## config.mk

```make
export PLATFORM = sky130hd
export DESIGN_NAME = envolve_scheduler
export DESIGN_NICKNAME = d
export VERILOG_FILES = /design/src/rtl/envolve_scheduler_pkg.sv /design/src/rtl/clear_sweeper.sv /design/src/rtl/envolve_scheduler.sv
export SDC_FILE = /design/constraint.sdc
export NUM_CORES = 1
export LEC_CHECK = 0
export BUFFER_PORTS_ARGS = -buffer_cell sky130_fd_sc_hd__buf_2
export CORE_MARGIN = 1
export CORE_UTILIZATION = 35
export CTS_BUF_LIST = sky130_fd_sc_hd__clkbuf_4 sky130_fd_sc_hd__clkbuf_8
export CTS_CLUSTER_SIZE = 16
export DETAILED_ROUTE_END_ITERATION = 10
export GPL_TIMING_DRIVEN = 0
export PLACE_DENSITY = 0.56
export SYNTH_ARGS = -nofsm -noshare
export SYNTH_HDL_FRONTEND = slang
export SYNTH_HIERARCHICAL = 1
export SYNTH_SLANG_ARGS = --single-unit
```

## constraint.sdc

```tcl
create_clock -name clk_i -period 3 [get_ports clk_i]
set_clock_uncertainty 0.15 [all_clocks]
set_input_delay 0.15 -clock clk_i [delete_from_list [all_inputs] [get_ports clk_i]]
set_output_delay 0.15 -clock clk_i [all_outputs]
set_load 0.005 [all_outputs]
```

## src/rtl/envolve_scheduler_pkg.sv

```systemverilog
// Shared definitions for the evolution scheduler: address width, FSM encoding
// and the tick-period helper.
package envolve_scheduler_pkg;

    localparam int unsigned ADDR_WIDTH = 8;

    typedef enum logic [1:0] {
        StPause = 2'd0,
        StRun   = 2'd1,
        StClear = 2'd2
    } sched_state_e;

    // Last counter value of a tick period at the given speed.
    function automatic logic [31:0] tick_limit(input int unsigned base, input logic [2:0] shift);
        return (base >> shift) - 32'd1;
    endfunction

endpackage

```

## src/rtl/clear_sweeper.sv

```systemverilog
// Row-major address walker: on start it issues (0,0) in the same cycle, then one
// address per cycle until the last cell of the map.
module clear_sweeper
    import envolve_scheduler_pkg::*;
#(
    parameter int unsigned MAP_WIDTH  = 8,
    parameter int unsigned MAP_HEIGHT = 8
) (
    input  logic                  clk_i,
    input  logic                  rst_i,
    input  logic                  start_i,
    output logic                  valid_o,
    output logic                  done_o,
    output logic [ADDR_WIDTH-1:0] row_o,
    output logic [ADDR_WIDTH-1:0] col_o
);

    localparam logic [ADDR_WIDTH-1:0] LastRow = ADDR_WIDTH'(MAP_HEIGHT - 1);
    localparam logic [ADDR_WIDTH-1:0] LastCol = ADDR_WIDTH'(MAP_WIDTH - 1);

    logic                  active_q, active_d;
    logic [ADDR_WIDTH-1:0] row_q, row_d;
    logic [ADDR_WIDTH-1:0] col_q, col_d;

    // A start restarts the walk at (0,0) even while a sweep is in progress.
    always_comb begin
        valid_o  = start_i | active_q;
        row_o    = start_i ? '0 : row_q;
        col_o    = start_i ? '0 : col_q;
        done_o   = valid_o && (row_o == LastRow) && (col_o == LastCol);
        active_d = valid_o && !done_o;
        row_d    = row_q;
        col_d    = col_q;
        if (done_o) begin
            row_d = '0;
            col_d = '0;
        end else if (valid_o) begin
            if (col_o == LastCol) begin
                col_d = '0;
                row_d = row_o + ADDR_WIDTH'(1);
            end else begin
                col_d = col_o + ADDR_WIDTH'(1);
                row_d = row_o;
            end
        end
    end

    always_ff @(posedge clk_i) begin
        if (rst_i) begin
            active_q <= 1'b0;
            row_q    <= '0;
            col_q    <= '0;
        end else begin
            active_q <= active_d;
            row_q    <= row_d;
            col_q    <= col_d;
        end
    end

endmodule

```

## src/rtl/envolve_scheduler.sv

```systemverilog
// Run/pause/step sequencer for the evolve datapath: generates the generation tick
// and arbitrates the map write port between editor writes and the clear sweep.
module envolve_scheduler
    import envolve_scheduler_pkg::*;
#(
    parameter int unsigned MAP_WIDTH   = 8,
    parameter int unsigned MAP_HEIGHT  = 8,
    parameter int unsigned BASE_PERIOD = 25_000_000
) (
    input  logic                  clk_i,
    input  logic                  rst_i,
    input  logic                  run_toggle_i,
    input  logic                  step_req_i,
    input  logic                  clear_req_i,
    input  logic [2:0]            speed_i,
    input  logic                  edit_we_i,
    input  logic [ADDR_WIDTH-1:0] edit_row_i,
    input  logic [ADDR_WIDTH-1:0] edit_col_i,
    input  logic                  edit_data_i,
    output logic                  envo_tick_o,
    output logic                  wr_en_o,
    output logic [ADDR_WIDTH-1:0] wr_row_o,
    output logic [ADDR_WIDTH-1:0] wr_col_o,
    output logic                  wr_data_o,
    output logic                  running_o,
    output logic                  busy_o
);

    localparam int unsigned CntWidth = $clog2(BASE_PERIOD);

    sched_state_e          state_q, state_d;
    sched_state_e          resume_q, resume_d;
    logic [CntWidth-1:0]   cnt_q, cnt_d;
    logic                  pending_q, pending_d;
    logic                  tick_q, tick_d;
    logic                  wr_en_q, wr_en_d;
    logic [ADDR_WIDTH-1:0] wr_row_q, wr_row_d;
    logic [ADDR_WIDTH-1:0] wr_col_q, wr_col_d;
    logic                  wr_data_q, wr_data_d;
    logic                  running_q, running_d;
    logic                  busy_q, busy_d;

    logic                  sweep_valid, sweep_done;
    logic [ADDR_WIDTH-1:0] sweep_row, sweep_col;
    logic                  tick_due, edit_ok, idle_cycle;

    clear_sweeper #(
        .MAP_WIDTH (MAP_WIDTH),
        .MAP_HEIGHT(MAP_HEIGHT)
    ) u_sweeper (
        .clk_i  (clk_i),
        .rst_i  (rst_i),
        .start_i(clear_req_i),
        .valid_o(sweep_valid),
        .done_o (sweep_done),
        .row_o  (sweep_row),
        .col_o  (sweep_col)
    );

    always_ff @(posedge clk_i) begin
        if (rst_i) begin
            state_q   <= StPause;
            resume_q  <= StPause;
            cnt_q     <= '0;
            pending_q <= 1'b0;
            tick_q    <= 1'b0;
            wr_en_q   <= 1'b0;
            wr_row_q  <= '0;
            wr_col_q  <= '0;
            wr_data_q <= 1'b0;
            running_q <= 1'b0;
            busy_q    <= 1'b0;
        end else begin
            state_q   <= state_d;
            resume_q  <= resume_d;
            cnt_q     <= cnt_d;
            pending_q <= pending_d;
            tick_q    <= tick_d;
            wr_en_q   <= wr_en_d;
            wr_row_q  <= wr_row_d;
            wr_col_q  <= wr_col_d;
            wr_data_q <= wr_data_d;
            running_q <= running_d;
            busy_q    <= busy_d;
        end
    end

    always_comb begin
        state_d  = state_q;
        resume_d = resume_q;
        if (clear_req_i) begin
            state_d = StClear;
            if (state_q != StClear) begin
                resume_d = state_q;
            end
        end else begin
            unique case (state_q)
                StPause: if (run_toggle_i) state_d = StRun;
                StRun:   if (run_toggle_i) state_d = StPause;
                StClear: if (sweep_done || !sweep_valid) state_d = resume_q;
                default: state_d = StPause;
            endcase
        end
    end

    // Period counter and tick/write arbitration; clear and toggle cycles never tick.
    always_comb begin
        cnt_d      = cnt_q;
        pending_d  = pending_q;
        tick_due   = 1'b0;
        tick_d     = 1'b0;
        idle_cycle = !clear_req_i && !run_toggle_i && (state_q != StClear);
        edit_ok    = edit_we_i && !sweep_valid;
        if (idle_cycle && state_q == StRun) begin
            if (32'(cnt_q) >= tick_limit(BASE_PERIOD, speed_i)) begin
                tick_due = 1'b1;
                cnt_d    = '0;
            end else begin
                cnt_d = cnt_q + CntWidth'(1);
            end
        end else if (idle_cycle && state_q == StPause) begin
            tick_due = step_req_i;
        end
        if (!clear_req_i && run_toggle_i && state_q == StPause) begin
            cnt_d = '0;
        end
        if (!idle_cycle) begin
            pending_d = 1'b0;
        end else if (tick_due || pending_q) begin
            tick_d    = !edit_ok;
            pending_d = edit_ok;
        end
    end

    always_comb begin
        wr_en_d   = sweep_valid | edit_ok;
        wr_row_d  = wr_row_q;
        wr_col_d  = wr_col_q;
        wr_data_d = wr_data_q;
        if (sweep_valid) begin
            wr_row_d  = sweep_row;
            wr_col_d  = sweep_col;
            wr_data_d = 1'b0;
        end else if (edit_ok) begin
            wr_row_d  = edit_row_i;
            wr_col_d  = edit_col_i;
            wr_data_d = edit_data_i;
        end
        busy_d    = sweep_valid;
        running_d = (state_d == StRun) || (state_d == StClear && resume_d == StRun);
    end

    assign envo_tick_o = tick_q;
    assign wr_en_o     = wr_en_q;
    assign wr_row_o    = wr_row_q;
    assign wr_col_o    = wr_col_q;
    assign wr_data_o   = wr_data_q;
    assign running_o   = running_q;
    assign busy_o      = busy_q;

endmodule

```

==> summary.txt, run 1 <==
Critical path
  • Critical Path Max Stage Delay: 480 ps
  • Number of cells on the critical path: 11
  • Maximum fanout encountered on the critical timing path: 6
  • Slowest cell on the critical path: or4b_4
  • Crit path arrival time: 3000 ps
  • Worst Setup End Kind: flop
  • Total buffers and inverters traversed by the critical path: 0
  • Largest delay share family, worst path: simple AND/OR/NAND/NOR gates
  • Category of the worst setup path launch point: flop
  • Setup CP Type: reg2reg
  • Required time of the critical path: 3130 ps
  • Path depth of the worst reg2reg path: 11
  • Series of cell instances along the critical path: nor2b_4, ha_4, or4b_4, nor4_4, and4_1, nor2b_1, o22ai_2, a21oi_2, or3_1, o21a_1, nor2_1

Cells and area
  • Count of inserted antenna diode cells: 0
  • Share of cells above drive strength 1: 17.6%
  • Layout Area Growth over Synthesis: 18.7%
  • Non-filler instance count after layout: 686
  • Net count reported at finish: 596
  • Core occupancy in the finished layout: 43.3%
  • Final instance area: 0.00475 sq mm

Floorplanning
  • Die Footprint: 0.0119 sq mm
  • Ports placed on the boundary: 47
  • Die W: 109 microns
  • Initial Util: 36.4%
  • Number of cell rows: 38
  • Die Span Y: 109 microns
  • Core outline area: 0.0110 sq mm

Route
  • Routed wire length per instance: 13.9 microns
  • Vias per inst: 5.10
  • Antenna-violating nets left: 0
  • Total Wirelength: 9570 microns
  • Starting DRC count in detailed routing: 153
  • Count of unresolved DRC violations after routing: 0
  • Drt first pass iters: 4
  • Total vias in the final route: 3,496

Placed design
  • Port-buffer cells: 43
  • Final Wtd Congestion: 0.825
  • Area post-placement: 0.00441 sq mm
  • Cells after DPL: 662
  • HPWL after detailed placement: 7040 microns

Synth
  • Synth Instances: 479
  • Post-synth net total: 533
  • Number of synthesized flops with an enable pin: 0
  • YS warnings: 6
  • Cell area after synthesis: 0.00400 sq mm
  • Mean cell area of the mapped netlist: 8.36 sq um
  • Ys async rst share: 0%
  • Number of storage elements in the synthesis netlist: 68
  • Part of the Yosys area used for sequential elements: 34.0%
  • Number of distinct library cells after synthesis: 56
  • Top flip-flop cell by instance count after synthesis: dfxtp_1

Global routing
  • Global route overflow: 0
  • Antenna violations before repair: 0
  • Overall fraction of global-route tracks in use: 17.3%
  • Number of global-route vias before repair: 3,340
  • Global-route wire length before repair: 15,900 microns
  • Largest net degree at the start of global routing: 13

Clock network
  • Root Driver: clkbuf_8
  • CTS H-Tree Depth: 3
  • Clock Latency Late Sink: 350 ps
  • Worst-case clock buffer depth: 2
  • Clk sinks: 68
  • Number of CTS-inserted buffers: 9
  • Clock-pin transition on the worst setup and hold timing paths: 80 ps
  • Clock tree from TritonCTS: built

Power
  • Sw frac: 25.5%
  • Net switching power: 505 uW
  • Power density of the placed cells: 417 mW/mm^2
  • Internal power consumption: 1.48 mW
  • Logic gate share of total power: 11.3%
  • Clock Power Share: 42.0%
  • Worst ir drop on vdd: 0.264 mV
  • Total power consumption of the routed design: 1.98 mW
  • Leak pwr: 1.96 nW
  • Sequential cell fraction of total power: 46.7%

Timing
  • Total setup violations reported at the end of the flow: 0
  • Share of the clock period used by the worst path: 95.7%
  • Slew at the pin closest to its max-slew limit: 726 ps
  • Hold WS: 16.2 ps
  • Final hold vios: 0
  • Relative slew slack: 51.6%
  • Maximum frequency from static timing analysis: 348 MHz
  • Number of max-slew violations in the final report: 0
  • Period minus WS final: 2870 ps

Flow run
  • Reported max-cap violation count: 0

Hold path
  • Hold depth: 5
  • Worst min-delay path category: in2reg

Run status
  • Result of the run: finished, final reports clean
[kinds of logic (layout without fill, tap and decap cells)]
family / after synthesis / count (layout) / synth area share (%)
fa+ha+maj: 28 / 28 / 8.75
compound gates: 66 / 66 / 10.8
xor+xnor: 33 / 33 / 7.22
mux: 19 / 19 / 4.75
flops: 68 / 68 / 34.0
buf+inv: 35 / 102 / 4.69
simple gates: 230 / 230 / 29.8
[path summary, 6_finish.rpt]
check | startpoint | end | slack, ps
max | u_sweeper/col_q[0] | running_o | 130
min | edit_col_i[5] | wr_col_o[5] | 20
max reg2reg | u_sweeper/col_q[0] | running_o | 130
min reg2reg | u_sweeper/col_q[1] | u_sweeper/col_q[1] | 320
[cells in the final DEF, fill, tap and decap left out, drive strengths merged, types with 2 or more instances in the layout]
cell type,count
xnor2,18
and2,3
a221oi,2
nand3,10
o211ai,2
clkbuf,23
buf,51
or2,3
and4,5
nor4b,2
nand2b,4
a211oi,2
xor2,15
clkinvlp,2
and3,7
nor2b,17
nand2,36
dlygate4sd3,8
bufinv,2
dfxtp,68
a31oi,3
nor3,17
or4b,3
ha,28
a21o,3
nor4,7
inv,14
o21ai,8
a21oi,35
nand4,15
mux2i,19
nor2,92
or3,2
nand3b,3
a31o,3
clkinv,2
[state kept, by name (all words and copies together), names as in the netlist, 2 cells and up]
signal	flops
wr_col_o	8
state_q	2
u_sweeper/col_q	8
wr_row_o	8
resume_q	2
cnt_q	25
u_sweeper/row_q	8
[timing repair]
item / CTS / global route
buffers inserted: 0 / 2
gates cloned: 0 / 0
pin swaps: 1 / 2
hold endpoints to repair: 11 / 0
resized for setup: 2 / 8
hold buffers: 8 / 0
endpoints found under the setup margin: 1 / 1
[metal layers]
layer / up-vias / wire [microns] / track usage [%]
met5: - / 0 / 0
met4: 0 / 166 / 5.79
met3: 14 / 331 / 4.60
met2: 59 / 4530 / 28.5
met1: 1623 / 4540 / 21.8
li1: 1800 / - / -
[cells in the mapped netlist (4+ instances only)]
| cell type | number | area (sq um) |
|---|---|---|
| xnor2_1 | 18 | 158 |
| a21oi_1 | 35 | 175 |
| nor2b_1 | 17 | 106 |
| xor2_1 | 15 | 131 |
| nand2b_1 | 4 | 25.0 |
| and3_1 | 7 | 43.8 |
| nand3_1 | 9 | 45.0 |
| inv_1 | 13 | 48.8 |
| nor2_1 | 92 | 345 |
| mux2i_1 | 19 | 190 |
| clkbuf_1 | 13 | 48.8 |
| nor4_1 | 5 | 31.3 |
| dfxtp_1 | 68 | 1360 |
| and4_1 | 4 | 35.0 |
| ha_1 | 28 | 350 |
| nand4_1 | 15 | 93.8 |
| nand2_1 | 36 | 135 |
| o21ai_0 | 8 | 40.0 |
| nor3_1 | 17 | 85.1 |
[power groups by stage]
stage | clock [mW] | combinational [mW] | sequential (mW)
after floorplan | 0 | 0.140 | 0.946
after global placement | 0 | 0.204 | 0.946
after detailed placement | 0 | 0.209 | 0.946
after CTS | 0.852 | 0.219 | 0.925
after global routing | 0.896 | 0.247 | 0.927
final | 0.832 | 0.223 | 0.925
[stage by stage]
step	setup slack [ps]	setup TNS, ps
2_1_floorplan	12.9	0
3_3_place_gp	-436	-478
3_5_place_dp	-445	-1030
4_1_cts	94.3	0
5_1_grt	-32.1	-32.1
6_report	128	0
[layout make-up]
class | instances | area (sq um)
Fill cell | 1136 | 6230
Multi-Input combinational cell | 376 | 2490
Sequential cell | 68 | 1370
Timing Repair Buffer | 53 | 310
Tap cell | 140 | 175
Buffer | 20 | 143
Clock buffer | 9 | 124
Clock inverter | 6 | 88.8
Inverter | 14 | 52.6
[worst register-to-register path, cell delays in order, from the launching register on]
cell and delay (ps):
dfxtp_4 370, nor2b_4 180, ha_4 180, or4b_4 480
nor4_4 340, and4_1 230, nor2b_1 70, o22ai_2 160
a21oi_2 100, or3_1 350, o21a_1 110, nor2_1 90
No activity file was read; power rests on OpenSTA's default activity.
==> run 2: changes to the inputs <==
ABC_AREA = 1   (was unset)
==> summary.txt, run 2 <==
Global routing
  • Global route overflow: 0 (unchanged)
  • Number of global-route vias before repair: 3,938 (+18%)
  • Antenna violations before repair: 0 (unchanged)
  • Largest net degree at the start of global routing: 13 (unchanged)
  • Global-route wire length before repair: 18,500 microns (+16%)
  • Overall fraction of global-route tracks in use: 18.5% (+1.2 points)

Route
  • Total Wirelength: 10,700 microns (+12%)
  • Total vias in the final route: 4,070 (+16%)
  • Routed wire length per instance: 12.5 microns (-10%)
  • Antenna-violating nets left: 0 (unchanged)
  • Drt first pass iters: 7 (+3)
  • Starting DRC count in detailed routing: 204 (+33%)
  • Vias per inst: 4.76 (-6.6%)
  • Count of unresolved DRC violations after routing: 1 (+1)

Synth
  • Cell area after synthesis: 0.00422 sq mm (+5.5%)
  • Ys async rst share: 0% (unchanged)
  • Post-synth net total: 685 (+29%)
  • Post-synth top area cell: dfxtp_1
  • Ranking of synthesized cells by area: dfxtp_1 32%, nand2_1 16%, nor2_1 8.6%, ha_1 8.3%, inv_1 7.3%
  • Number of distinct library cells after synthesis: 41 (-27%)
  • Top cells by count, synth: 178 x nand2_1, 97 x nor2_1, 82 x inv_1
  • YS warnings: 6 (unchanged)
  • Fraction of the mapped netlist area in adder cells: 8.30% (-0.46 points)
  • Dominant combinational cell family by area after synthesis: simple AND/OR/NAND/NOR gates
  • Compound-cell area share of the yosys netlist: 9.45% (-1.3 points)
  • Mean cell area of the mapped netlist: 6.69 sq um (-20%)
  • Post-synthesis mux area share: 0% (-4.8 points)
  • Top flip-flop cell by instance count after synthesis: dfxtp_1
  • Area share of the largest cell type after synthesis: 32.2% (-1.8 points)
  • Post-synthesis share of cell area spent on xor and xnor gates: 2.90% (-4.3 points)
  • Part of the Yosys area used for sequential elements: 32.2% (-1.8 points)
  • Post-synthesis share of cell area spent on and, or, nand and nor gates: 36.3% (+6.5 points)
  • Top-count cell post-synth: nand2_1
  • Number of synthesized flops with an enable pin: 0 (unchanged)
  • Number of storage elements in the synthesis netlist: 68 (unchanged)
  • Synth Instances: 631 (+32%)

Critical path
  • Maximum fanout encountered on the critical timing path: 10 (+4)
  • R2R Setup Slk: 390 ps (+270 ps)
  • Reg-to-Reg Start: u_sweeper/active_q
  • Category of the worst setup path launch point: flop
  • Crit path arrival time: 2700 ps (-300 ps)
  • Setup CP Type: reg2reg
  • Capture instance of the worst register-to-register path: wr_data_o
  • Path depth of the worst reg2reg path: 7 (-4)
  • Startpoint of the most critical setup path: u_sweeper/active_q
  • Worst Setup End Kind: flop
  • Worst setup path endpoint: wr_data_o
  • Required time of the critical path: 3100 ps (-30 ps)

Timing
  • Number of max-slew violations in the final report: 0 (unchanged)
  • Relative slew slack: 54.1% (+2.5 points)
  • Slew at the pin closest to its max-slew limit: 687 ps (-39.7 ps)
  • Setup TNS: 0 ps (unchanged)
  • Total setup violations reported at the end of the flow: 0 (unchanged)
  • Share of the clock period used by the worst path: 86.9% (-8.9 points)
  • Setup repair after global routing missed its margin: no
  • Fin worst setup slack: 394 ps (+266 ps)
  • Maximum frequency from static timing analysis: 384 MHz (+10%)
  • Period minus WS final: 2610 ps (-266 ps)
  • Final hold vios: 0 (unchanged)

Flow run
  • Reported max-cap violation count: 0 (unchanged)

Power
  • Internal power consumption: 1.60 mW (+8.7%)
  • Sequential cell fraction of total power: 44.0% (-2.7 points)
  • Net switching power: 499 uW (-1.2%)
  • Leak pwr: 2.63 nW (+34%)
  • Worst ir drop on vdd: 0.232 mV (-12%)
  • Power density of the placed cells: 413 mW/mm^2 (-0.82%)
  • Clock Power Share: 46.2% (+4.2 points)
  • Sw frac: 23.7% (-1.8 points)
  • Logic gate share of total power: 9.7% (-1.6 points)

Floorplanning
  • Die W: 112 microns (+2.7%)
  • Number of cell rows: 39 (+2.6%)
  • Die Footprint: 0.0125 sq mm (+5.4%)
  • Initial Util: 36.5% (+0.071 points)
  • Die Span Y: 112 microns (+2.7%)
  • Core outline area: 0.0116 sq mm (+5.3%)
  • Ports placed on the boundary: 47 (unchanged)

Run status
  • Result of the run: finished, violations left
  • Failing checks: DRC

Cells and area
  • Core occupancy in the finished layout: 44.0% (+0.72 points)
  • Share of cells above drive strength 1: 13.2% (-4.4 points)
  • Net count reported at finish: 761 (+28%)
  • Layout Area Growth over Synthesis: 20.4%
  • Count of inserted antenna diode cells: 0 (unchanged)
  • Leading cell type in the layout, fill and taps excluded: nand2_1
  • FILL cells: 1,197 (+5.4%)
  • Commonest cells after routing, fill and taps aside: 178 x nand2_1, 97 x nor2_1, 82 x inv_1
  • Final instance area: 0.00509 sq mm (+7.1%)
  • Register bank with the most flops: cnt_q
  • Number of flip-flops in the largest register: 25 (unchanged)

Placed design
  • HPWL after detailed placement: 8110 microns (+15%)
  • Final Wtd Congestion: 0.844 (+2.3%)
  • Port-buffer cells: 44 (+2.3%)
  • Worst Setup Slack post-DPL: 172 ps (+618 ps)
  • Area post-placement: 0.00462 sq mm (+4.9%)

Hold path
  • Worst min-delay path category: in2reg

Clock network
  • Number of CTS-inserted buffers: 9 (unchanged)
  • Clock-pin transition on the worst setup and hold timing paths: 70 ps (about the same)
  • Clock tree from TritonCTS: built
  • Root Driver: clkbuf_8
  • Post-CTS Repair Setup Buffers: 0 (unchanged)
  • Clk sinks: 68 (unchanged)
  • CTS H-Tree Depth: 3 (unchanged)
  • Clock Latency Late Sink: 360 ps (about the same)
  • Worst-case clock buffer depth: 2 (unchanged)
[run 2: worst max-delay path: stages, from the launching register on]
cell and delay [ps]:
dfxtp_1 330, clkbuf_8 170, nor2_1 50, inv_1 220, clkbuf_1 480, clkbuf_1 400, nor4_1 120, dlygate4sd3_1 570
[run 2: power by group through the flow]
| stage | clock network [mW] | logic, mW | registers (mW) |
|---|---|---|---|
| floorplan | 0 | 0.117 | 0.946 |
| global placement | 0 | 0.182 | 0.946 |
| detailed placement | 0 | 0.185 | 0.947 |
| CTS | 0.990 | 0.207 | 0.926 |
| global route | 1.02 | 0.235 | 0.928 |
| finish | 0.972 | 0.205 | 0.926 |
[run 2: area by class of cell]
cell class	instances	area [sq um]	area share, %
well taps	143	179	3.52
clock buffers	12	159	3.12
flip-flops and latches	68	1360	26.8
repair buffers	65	430	8.46
multi-input cells	460	2400	47.3
plain buffers	17	134	2.63
clock inverters	4	95.1	1.87
inverters	86	323	6.35
[run 2: layer usage]
| metal | share of wire (%) | track usage [%] |
|---|---|---|
| met1 | 51 | 24.7 |
| met2 | 44 | 30.0 |
| met3 | 3.4 | 2.18 |
| met4 | 1.6 | 8.02 |
| met5 | 0 | 0 |
[run 2: how the worst min path moves through the flow]
stage / from / cells after the start / slack (ps) / to
4_1_cts: step_req_i / 5 / 2 / pending_q
2_1_floorplan: clear_req_i / 3 / 150 / state_q[0]
5_1_grt: step_req_i / 5 / 70 / pending_q
6_report: step_req_i / 5 / 20 / pending_q
3_5_place_dp: edit_col_i[1] / 5 / 280 / wr_col_o[1]
3_3_place_gp: edit_col_i[1] / 5 / 270 / wr_col_o[1]
[run 2: repair_timing]
action                                 4_1_cts  5_1_grt
endpoints found under the hold margin       26        0
hold buffers                                21        0
gates resized for setup                      0        0
[run 2: logic make-up (layout without fill, tap and decap cells)]
group,Yosys count,in the layout
xor gates and xnor gates,14,14
AOI/OAI and AO/OA,67,67
adders and majority gates,28,28
and+or+nand+nor,351,351
DFF,68,68
buffers and inverters,103,184
[run 2: per-stage QoR]
| step | hold WS, ps | cells | power, mW |
|---|---|---|---|
| finish | 23.4 | 855 | 2.10 |
| global route | 71.8 | 855 | 2.18 |
| CTS | 1.62 | 855 | 2.12 |
| detailed placement | 280 | 818 | 1.13 |
| global placement | 273 | 818 | 1.13 |
| floorplan | 146 | 631 | 1.06 |
